$ cat src/rtl/mul_pkg.sv
// Shared sizing, state encoding and step-datapath bundle for the h6 sequential multiplier.
package mul_pkg;

  localparam int MUL_WIDTH = 16;
  localparam int MUL_ITER  = 16;
  localparam int CNT_W     = $clog2(MUL_ITER);

  typedef enum logic [1:0] {
    IDLE = 2'd0,
    CALC = 2'd1,
    DONE = 2'd2
  } mul_state_e;

  // Working registers that one iteration reads and rewrites.
  typedef struct packed {
    logic [MUL_WIDTH-1:0] a;
    logic [MUL_WIDTH-1:0] q;
    logic                 qm1;
    logic                 c;
  } mul_regs_t;

  function automatic logic is_last_iter(input logic [CNT_W-1:0] cnt);
    return cnt == CNT_W'(MUL_ITER - 1);
  endfunction

endpackage

$ cat src/rtl/h6_mul_step.sv
// One combinational multiply iteration: conditional add/subtract of M into A, then a
// one-bit right shift of the {C/A, Q, Q_-1} chain (logical unsigned, arithmetic Booth).
module h6_mul_step
  import mul_pkg::*;
(
  input  logic [MUL_WIDTH-1:0] a_i,
  input  logic [MUL_WIDTH-1:0] q_i,
  input  logic                 qm1_i,
  input  logic                 c_i,
  input  logic [MUL_WIDTH-1:0] m_i,
  input  logic                 signed_mode_i,
  output logic [MUL_WIDTH-1:0] a_o,
  output logic [MUL_WIDTH-1:0] q_o,
  output logic                 qm1_o,
  output logic                 c_o
);

  logic [MUL_WIDTH:0] acc;

  always_comb begin
    acc   = '0;
    a_o   = a_i;
    q_o   = q_i;
    qm1_o = qm1_i;
    c_o   = 1'b0;
    if (signed_mode_i) begin
      // 17-bit sign-extended accumulator keeps A -/+ M exact even for M = -32768.
      unique case ({q_i[0], qm1_i})
        2'b01:   acc = {a_i[MUL_WIDTH-1], a_i} + {m_i[MUL_WIDTH-1], m_i};
        2'b10:   acc = {a_i[MUL_WIDTH-1], a_i} - {m_i[MUL_WIDTH-1], m_i};
        default: acc = {a_i[MUL_WIDTH-1], a_i};
      endcase
      qm1_o = q_i[0];
    end else begin
      // C is always zero entering an iteration, so {C,A} is just the zero-extended A.
      acc = {c_i, a_i} + (q_i[0] ? {1'b0, m_i} : '0);
    end
    a_o = acc[MUL_WIDTH:1];
    q_o = {acc[0], q_i[MUL_WIDTH-1:1]};
  end

endmodule

$ cat src/rtl/h6_multiplier.sv
// 16x16 sequential multiplier (unsigned shift-add or signed Booth radix-2), one iteration
// per CALC cycle; a_out/q_out expose the live A/Q registers and hold the product afterwards.
module h6_multiplier
  import mul_pkg::*;
(
  input  logic                 clk,
  input  logic                 rst,
  input  logic                 start,
  input  logic                 signed_mode,
  input  logic [MUL_WIDTH-1:0] multiplicand,
  input  logic [MUL_WIDTH-1:0] multiplier,
  output logic [MUL_WIDTH-1:0] a_out,
  output logic [MUL_WIDTH-1:0] q_out,
  output logic                 busy,
  output logic                 done
);

  mul_state_e           state_q, state_d;
  mul_regs_t            regs_q, regs_d;
  mul_regs_t            step;
  logic [MUL_WIDTH-1:0] m_q, m_d;
  logic                 sgn_q, sgn_d;
  logic [CNT_W-1:0]     cnt_q, cnt_d;

  h6_mul_step u_step (
    .a_i           (regs_q.a),
    .q_i           (regs_q.q),
    .qm1_i         (regs_q.qm1),
    .c_i           (regs_q.c),
    .m_i           (m_q),
    .signed_mode_i (sgn_q),
    .a_o           (step.a),
    .q_o           (step.q),
    .qm1_o         (step.qm1),
    .c_o           (step.c)
  );

  always_comb begin
    state_d = state_q;
    regs_d  = regs_q;
    m_d     = m_q;
    sgn_d   = sgn_q;
    cnt_d   = cnt_q;
    unique case (state_q)
      IDLE: begin
        if (start) begin
          m_d        = multiplicand;
          sgn_d      = signed_mode;
          regs_d.a   = '0;
          regs_d.q   = multiplier;
          regs_d.qm1 = 1'b0;
          regs_d.c   = 1'b0;
          cnt_d      = '0;
          state_d    = CALC;
        end
      end
      CALC: begin
        regs_d = step;
        cnt_d  = cnt_q + CNT_W'(1);
        if (is_last_iter(cnt_q)) begin
          state_d = DONE;
        end
      end
      DONE: begin
        state_d = IDLE;
      end
      default: begin
        state_d = IDLE;
      end
    endcase
  end

  always_ff @(posedge clk or posedge rst) begin
    if (rst) begin
      state_q <= IDLE;
      regs_q  <= '0;
      m_q     <= '0;
      sgn_q   <= 1'b0;
      cnt_q   <= '0;
    end else begin
      state_q <= state_d;
      regs_q  <= regs_d;
      m_q     <= m_d;
      sgn_q   <= sgn_d;
      cnt_q   <= cnt_d;
    end
  end

  assign a_out = regs_q.a;
  assign q_out = regs_q.q;
  assign busy  = (state_q == CALC);
  assign done  = (state_q == DONE);

endmodule

$ cat config.mk
export PLATFORM = sky130hd
export DESIGN_NAME = h6_multiplier
export DESIGN_NICKNAME = d
export VERILOG_FILES = /design/src/rtl/mul_pkg.sv /design/src/rtl/h6_mul_step.sv /design/src/rtl/h6_multiplier.sv
export SDC_FILE = /design/constraint.sdc
export NUM_CORES = 1
export LEC_CHECK = 0
export ABC_AREA = 0
export CORE_MARGIN = 1.5
export CORE_UTILIZATION = 39
export CTS_BUF_LIST = sky130_fd_sc_hd__clkbuf_2 sky130_fd_sc_hd__clkbuf_4 sky130_fd_sc_hd__clkbuf_8
export DETAILED_ROUTE_END_ITERATION = 10
export PLACE_DENSITY = 0.6
export SKIP_CTS_REPAIR_TIMING = 1
export SYNTH_ARGS = -nofsm -noshare
export SYNTH_HDL_FRONTEND = slang
export SYNTH_HIERARCHICAL = 1
export SYNTH_SLANG_ARGS = --single-unit
$ cat constraint.sdc
create_clock -name clk -period 7.7 [get_ports clk]
set_input_delay 1.925 -clock clk [delete_from_list [all_inputs] [get_ports clk]]
set_output_delay 1.925 -clock clk [all_outputs]
set_load 0.02 [all_outputs]
* Yosys cells after proc, flatten, opt, wreduce, memory -nomap -nowiden
Cells that the tools add are included.
Operators by class: mux-type cells 11, reduce and logical (&&, ||, !) cells 7, $add $sub $neg 4, eq/ne operators 9
Operator list (number):
- $pmux W34 S2 | 1
- $mux W34 | 1
- $pmux W17 S2 | 1
- $add A16 B16 Y17 | 1
- $add A17 B16 Y17 | 1
- $mux W17 | 1
- $sub A16 B16 Y17 | 1
- $mux W16 | 1
- $pmux W4 S2 | 1
- $reduce_and A2 Y1 | 3
- $reduce_and A3 Y1 | 2
- $add A4 B1 Y4 const B | 1
- $eq A2 B1 Y1 const B | 2
- $eq A2 B2 Y1 const B | 2
- $eq A4 B4 Y1 const B | 1
- $mux W2 | 2
- $mux W4 | 1
- $ne A2 B1 Y1 const B | 2
- $ne A4 B2 Y1 const B | 1
- $pmux W2 S2 | 1
- $logic_not A2 Y1 | 1
- $ne A2 B2 Y1 const B | 1
- $reduce_bool A2 Y1 | 1
- $mux W1 | 1
Word-level totals: bits of input ports 36, register bits 57, output and inout port bits 34

* Logic depth before layout (Yosys ltp)
Gate-level depths: netlist of run 1.
word-level depth 4, mapped depth 16, depth with buffers taken out 16

* By module
Netlist of run 1, hierarchy kept.
Modules (own cells, without submodules):
- h6_multiplier | times used 1, cells an instance 202, sequential area each 1426.4 µm², area each 2601.2 µm²
- h6_mul_step | times used 1, cells an instance 345, sequential area each 0.0 µm², area each 2348.5 µm²

* Least setup slack after synthesis of run 1
OpenSTA, ideal clock, no wires.
kind register to register, start register regs_q, in the netlist q_out[0], end register regs_q, in the netlist a_out[15], setup time 121 ps, arrival 3463 ps, setup slack 4116 ps, required time 7579 ps, stages on the path, launching flop included 15, clock period less this slack 3584 ps, cells stage by stage dfrtp_1 ha_1 clkbuf_1 clkbuf_1 mux2i_1 fa_1 a211oi_1 o21ai_1 a221oi_2 o21ai_1 o41ai_2 xor2_1 o211a_1 a211o_1 a22o_1
RTL lines:
- start: declaration | line h6_multiplier.sv:19 | mul_regs_t regs_q, regs_d;
- start signal: assignment | line h6_multiplier.sv:82 | regs_q <= regs_d;

==> results.md, run 1 <==
Outcome:
- The flow ran to the end, and the final reports show no timing, DRC or antenna violations.

Die:
- The full die area is 0.0134 sq mm.
- The initialized floorplan defines 40 standard-cell rows.
- The area of the core is 0.0122 sq mm.
- From left edge to right edge, the die measures 116 um.
- The vertical extent of the die is 116 um.
- The initial core utilization is 40.5%.
- The number of I/O pins is 70.

Critical path:
- The kind of launch point of the worst setup path is a flip-flop.
- The endpoint kind of the worst setup timing path is a flip-flop.
- The largest fanout on the critical path is 20.
- The startpoint of the worst setup timing path is q_out[0].
- The critical path arrival is 4.40 ns.
- The launching point of the worst reg2reg path is q_out[0].
- The worst setup path is of the reg2reg kind.
- The data required time of the worst path is 7.95 ns.

Placed design:
- The worst-case setup slack after placement is 3.58 ns.
- The HPWL after detailed placement is 7940 um.
- The number of buffers inserted by port buffering is 69.
- Routability-driven placement finished with a final weighted congestion of 0.819.

Timing:
- Across the routed clock network, the largest skew measured is 0.0111 ns.
- Timing would allow up to 0.241 GHz.
- Setup repair after global routing left no endpoint under its margin.
- The final-report max-slew violation count is 0.
- The time the worst path needs with I/O delays and setup is 4.15 ns.
- The headroom to the max-slew limit is 25.6%.
- The final critical-path share of the clock period is 53.8%.
- The count of endpoints failing setup in the final report is 0.
- The final hold violation count was 0.
- The final worst slack is 3.55 ns.
- For the pin with the worst max-slew slack, the measured transition is 1.12 ns.
- After routing, the total negative slack on setup checks comes to 0 ns.
- The worst hold margin is 0.477 ns.

Drt:
- The final route contains 3783 vias.
- The detailed router's first-iteration violation count is 161.
- The first TritonRoute pass finished after 6 iterations.
- For this block, the routed nets add up to 11100 um of wire.
- Once detail routing completed, the nets flagged for antenna violations numbered 0.
- In the final routed layout, each cell accounts on average for 15.2 um.
- After detailed routing, the number of remaining DRC violations is 0.
- The average via count per standard cell is 5.15.

Synth:
- dfrtp_1 takes more of the synthesized area than any other cell.
- The number of distinct library cells after synthesis is 57.
- In the synthesized netlist the dominant register cell turns out to be dfrtp_1.
- The commonest cells after synthesis are dfrtp_1, buf_4, nand2_1, a21oi_1, nor2_1.
- By instance count, the leading cell after synthesis is dfrtp_1.
- Synthesis produced a netlist with a net count of 620.
- The synthesized instance count is 547.
- Sorting the synthesized cells by area gives the leading types as dfrtp_1, ha_1, buf_4.
- The top cell type by area accounts for 28.8% of the synthesized area.
- The summed instance area of the synthesized netlist is 0.00495 sq mm.
- Averaged over all synthesized cells, the footprint is 9.05 sq um.
- The number of warnings issued by yosys is 6.
- The count of flip-flops with a built-in enable after synthesis is 0.
- The number of flip-flops and latches in the synthesized netlist is 57.
- The share of the yosys chip area belonging to registers is 28.8%.
- Of all flip-flops after synthesis, the portion carrying an async set or reset was 100%.

Global route:
- The remaining global-route overflow is 0.
- The first global-routing pass estimated 18400 um of wire.
- The via count of the first global-routing pass is 3743.
- The overall routing resource usage is 17.8%.
- The number of antenna violations at the first check in global routing is 0.
- The largest net degree at the start of global routing is 58.

Cells and area:
- Compared with the post-synthesis result, the final layout area differs by 12.3%.
- The net count of the finished layout is 636.
- Of the cells placed in the final design, the portion with a size suffix greater than 1 is 8.66%.
- The count of inserted antenna diode cells is 0.
- The number of filler instances in the final layout is 1261.

CTS:
- The H-tree depth is 3.
- The root buffer cell is clkbuf_8.
- Counting the buffers created by CTS gives 9.
- TritonCTS built the clock tree.
- The later-pin clock latency in the skew report is 0.36 ns.
- Counting along the longest clock path gives a buffer depth of 2.
- After clock tree synthesis, the clock-pin slew on the worst setup and hold paths is 0.07 ns.
- Counting every sink on the clock net gives 57.

Min path:
- The worst hold path begins at cnt_q[3].
- The tightest min-delay check is of the reg2reg type.

Flow run:
- Across the run, the number of max-cap violations was 0.
per-layer routing:
layer	global-route usage, %	wire length, um	up-vias
li1	-	-	1913
met2	30.1	5350	64
met1	22.1	5220	1791
met4	5.53	155	0
met5	0	0	-
met3	5.02	418	15
critical path, cell delays in order, from the launching register on:
cell      delay (ns)
dfrtp_1         0.69
ha_1            0.62
mux2i_1         0.22
fa_1            0.50
a211oi_1        0.31
o21ai_1         0.17
a221oi_2        0.31
o21ai_1         0.16
o41ai_2         0.25
xor2_1          0.13
o211a_1         0.22
a211o_1         0.26
a22o_1          0.19
registers in the layout (all words and copies together), names as in the netlist:
register  cells
state_q       2
m_q          16
cnt_q         4
q_out        16
a_out        16
sgn_q         1
regs_q        2
metrics by stage:
stage                     cells  instance area (sq um)  utilization [%]
after global placement      720                   5400             44.3
after CTS                   734                   5560             45.5
after floorplan             547                   4950                -
final                       734                   5560             45.5
after detailed placement    720                   5400             44.3
after global routing        734                   5560             45.5
kinds of logic after synthesis:
family,synth area share (%)
AOI/OAI and AO/OA,18.5
buffers and inverters,11.3
DFF,28.8
adders and majority gates,9.66
muxes,9.83
xor gates and xnor gates,6.72
and+or+nand+nor,15.0
other,0.0758
cell usage in the layout, fill, tap and decap left out, types with 3 or more instances in the layout:
cell	netlist	layout
a211oi_1	4	4
a21o_1	8	8
a21oi_1	39	39
a22o_1	19	19
a31oi_1	3	3
and2_1	17	17
buf_4	49	5
clkbuf_8	0	9
clkdlybuf4s50_1	0	69
clkinv_2	0	3
dfrtp_1	57	57
ha_1	35	35
inv_1	16	15
mux2_2	9	9
mux2_4	9	9
mux2i_1	25	25
nand2_1	43	43
nand2b_1	7	7
nand3_1	7	7
nor2_1	38	38
nor2b_1	5	5
nor3_1	14	14
nor3b_1	4	3
nor4_1	3	3
o211a_1	4	4
o21a_1	4	4
o21ai_0	20	20
o21ai_1	20	20
o21bai_1	3	3
o31a_1	3	3
xnor2_1	25	25
xor2_1	13	13
path summary, 6_finish.rpt:
kind | endpoint | slack [ns] | cells after the start
hold reg to reg | cnt_q[3] | 0.48 | 1
min in group asynchronous | a_out[10] | 2.10 | 3
hold / removal | cnt_q[3] | 0.48 | 1
max in group asynchronous | q_out[12] | 5.12 | 3
setup / recovery | a_out[15] | 3.55 | 12
setup reg to reg | a_out[15] | 3.55 | 12
layout make-up:
type | count | area, sq um | share of cell area (%)
Tap cell | 168 | 210 | 3.78
Multi-Input combinational cell | 405 | 2980 | 53.6
Sequential cell | 57 | 1430 | 25.7
Inverter | 16 | 60.1 | 1.08
Clock buffer | 10 | 131 | 2.36
Clock inverter | 4 | 22.5 | 0.405
Timing Repair Buffer | 74 | 728 | 13.1
Power of run 1 is not shown: default switching activity piles up to over one toggle a cycle in this logic, so the estimate is an artifact.
==> inputs of run 2 (changes only) <==
--- a/config.mk
+++ b/config.mk
@@ -10,7 +10,7 @@
 export CORE_UTILIZATION = 39
 export CTS_BUF_LIST = sky130_fd_sc_hd__clkbuf_2 sky130_fd_sc_hd__clkbuf_4 sky130_fd_sc_hd__clkbuf_8
 export DETAILED_ROUTE_END_ITERATION = 10
-export PLACE_DENSITY = 0.6
+export PLACE_DENSITY = 0.63
 export SKIP_CTS_REPAIR_TIMING = 1
 export SYNTH_ARGS = -nofsm -noshare
 export SYNTH_HDL_FRONTEND = slang
==> constraint.sdc (replaced) <==
create_clock -name clk -period 3.8 [get_ports clk]
set_input_delay 0.95 -clock clk [delete_from_list [all_inputs] [get_ports clk]]
set_output_delay 0.95 -clock clk [all_outputs]
set_load 0.02 [all_outputs]
==> run 2 against run 1 <==
Effect of this change: critical path depth increased by 4; via count increased by 1.5%; critical endpoint unchanged; clock skew increased by 0.0047 ns; register-to-register slack got worse by 3.3 ns.
==> results.md, run 2 (synthesis results as in run 1) <==
Outcome:
- The flow ran to the end, and the final reports show no timing, DRC or antenna violations.

Cells and area:
- The number of filler instances in the final layout is 1229 (-2.5%).
- The net count of the finished layout was 640 (+0.63%).
- In the layout the commonest cells are clkdlybuf4s50_1, dfrtp_1, nand2_1.
- The share of layout cells above drive strength 1 is 9.79% (+1.1 points).
- The final design utilization came to 46.0% (+0.53 points).
- Relative to the synthesized area, the layout overhead comes to 13.6%.
- The count of inserted antenna diode cells is 0 (unchanged).
- The library cell used most frequently in the layout, excluding fill and tap cells, is clkdlybuf4s50_1.

CTS:
- The clock tree buffer depth is 2 (unchanged).
- The later-pin clock latency in the skew report came to 0.35 ns (about the same).
- The root buffer cell is clkbuf_8.
- The number of buffers inserted during clock tree synthesis is 9 (unchanged).
- The clock transition at the register clock pins on the worst setup and hold paths after CTS is 0.08 ns (about the same).
- The clock tree from TritonCTS is built.
- The number of clock sinks is 57 (unchanged).
- The H-tree depth is 3 (unchanged).

Drt:
- The average via count per standard cell came to 5.19 (+0.63%).
- The total DRC errors in the routed layout is 0 (unchanged).
- The routed wire length was 11100 um (-0.42%).
- The count of vias placed by the detailed router came to 3838 (+1.5%).
- The number of nets with antenna violations after routing was 0 (unchanged).
- The detailed router's first-iteration violation count is 185 (+15%).
- The number of optimization iterations in the first detailed-route pass is 4 (-2).
- The routed length per placed instance came to 15.0 um (-1.2%).

Global route:
- The number of antenna violations at the first check in global routing was 0 (unchanged).
- The first-pass GRT wire length is 18000 um (-2.3%).
- The via count of the first global-routing pass is 3669 (-2.0%).
- The largest net degree at the start of global routing is 58 (unchanged).
- The remaining global-route overflow is 0 (unchanged).
- The overall routing resource usage was 17.1% (-0.65 points).

Die:
- The count of standard-cell rows was 40 (unchanged).
- The number of I/O pins is 70 (unchanged).
- The vertical extent of the die is 116 um (unchanged).
- The x dimension of the die is 116 um (unchanged).
- The area of the core is 0.0122 sq mm (unchanged).
- The initial core utilization is 40.5% (unchanged).
- The full die area is 0.0134 sq mm (unchanged).

Critical path:
- The data required time of the worst path is 4.04 ns (-3.91 ns).
- The biggest cell delay along the critical path is 0.44 ns (-0.25 ns).
- The worst-path cell with the longest stage delay is dfrtp_1.
- The critical path arrival is 3.78 ns (-0.62 ns).
- The largest fanout on the critical path was 6 (-70%).
- The worst setup path is launched from a flip-flop.
- The cell that appears most often on the critical path is ha_1.
- The category of the critical setup timing path is reg2reg.
- The critical path goes through inv_1 > ha_1 > and3b_1 > and2_1 > nor2_1 > xnor2_1 > ha_1 > nand3_1 > nor3_1 > a221oi_2 > o21ai_1 > o41ai_2 > xor2_1 > o211a_1 > a211o_1 > a22o_1.
- The endpoint kind of the worst setup timing path is a flip-flop.

Timing:
- Setup repair after global routing left no endpoint under its margin.
- The final-report max-slew violation count is 0 (unchanged).
- The final critical-path share of the clock period is 93.1% (+39 points).
- The count of endpoints failing setup in the final report came to 0 (unchanged).
- The accumulated negative setup slack is 0 ns (unchanged).
- The headroom to the max-slew limit is 32.3% (+6.7 points).
- The final worst slack was 0.264 ns (-3.29 ns).
- The peak clock frequency supported by timing came to 0.283 GHz (+17%).
- The time the worst path needs with I/O delays and setup is 3.54 ns (-0.609 ns).
- The final hold violation count was 0 (unchanged).
- The actual slew at the worst max-slew pin came to 1.02 ns (-0.100 ns).
- The clock skew is 0.0158 ns (+0.00466 ns).

Placed design:
- The number of buffers inserted by port buffering is 69 (unchanged).
- The detailed-placement wirelength estimate was 8210 um (+3.4%).
- The placer's final routability congestion estimate is 0.873 (+6.5%).
- The worst-case setup slack after placement came to 0.296 ns (-3.28 ns).

Flow run:
- The number of maximum-capacitance violations is 0 (unchanged).

Min path:
- The tightest min-delay check is of the reg2reg type.
[run 2: final cells by class]
class                           instances  area, sq um  share of cell area [%]
Clock buffer                            9          124                    2.20
Timing Repair Buffer                   78          758                    13.5
Tap cell                              168          210                    3.74
Sequential cell                        57         1430                    25.4
Inverter                               16         60.1                    1.07
Multi-Input combinational cell        405         2980                    53.1
Clock inverter                          7         60.1                    1.07
[run 2: final timing paths]
kind / slack [ns] / end / cells after the start / start
worst max-delay path: 0.26 / a_out[15] / 16 / m_q[0]
worst min-delay path: 0.49 / cnt_q[3] / 1 / cnt_q[3]
worst max register to register: 0.26 / a_out[15] / 16 / m_q[0]
worst min register to register: 0.49 / cnt_q[3] / 1 / cnt_q[3]
max in group asynchronous: 2.20 / a_out[9] / 3 / rst
min in group asynchronous: 1.13 / sgn_q / 3 / rst
[run 2: per-layer routing]
layer | track usage, % | vias up | routed length (um)
li1 | - | 1912 | -
met1 | 22.2 | 1801 | 4990
met2 | 28.9 | 106 | 5400
met3 | 4.03 | 19 | 561
met4 | 4.47 | 0 | 150
met5 | 0 | - | 0
[run 2: metrics by stage]
stage | hold WS (ns) | instances | cell area (sq um)
6_report | 0.493 | 740 | 5620
5_1_grt | 0.530 | 740 | 5620
4_1_cts | 0.499 | 740 | 5620
3_3_place_gp | 0.469 | 724 | 5430
3_5_place_dp | 0.487 | 724 | 5430
2_1_floorplan | 0.447 | 547 | 4950
[run 2: critical path, delay by kind of cell (launching register included)]
kind                     cells  cell delay [ns]
buffers and inverters        1             0.07
AND/OR/NAND/NOR              5             0.93
flip-flops                   1             0.44
XOR/XNOR                     2             0.26
AO/OA/AOI/OAI                6             1.12
adder cells (fa/ha/maj)      2             0.61
Power of run 2 is left out for the same reason.
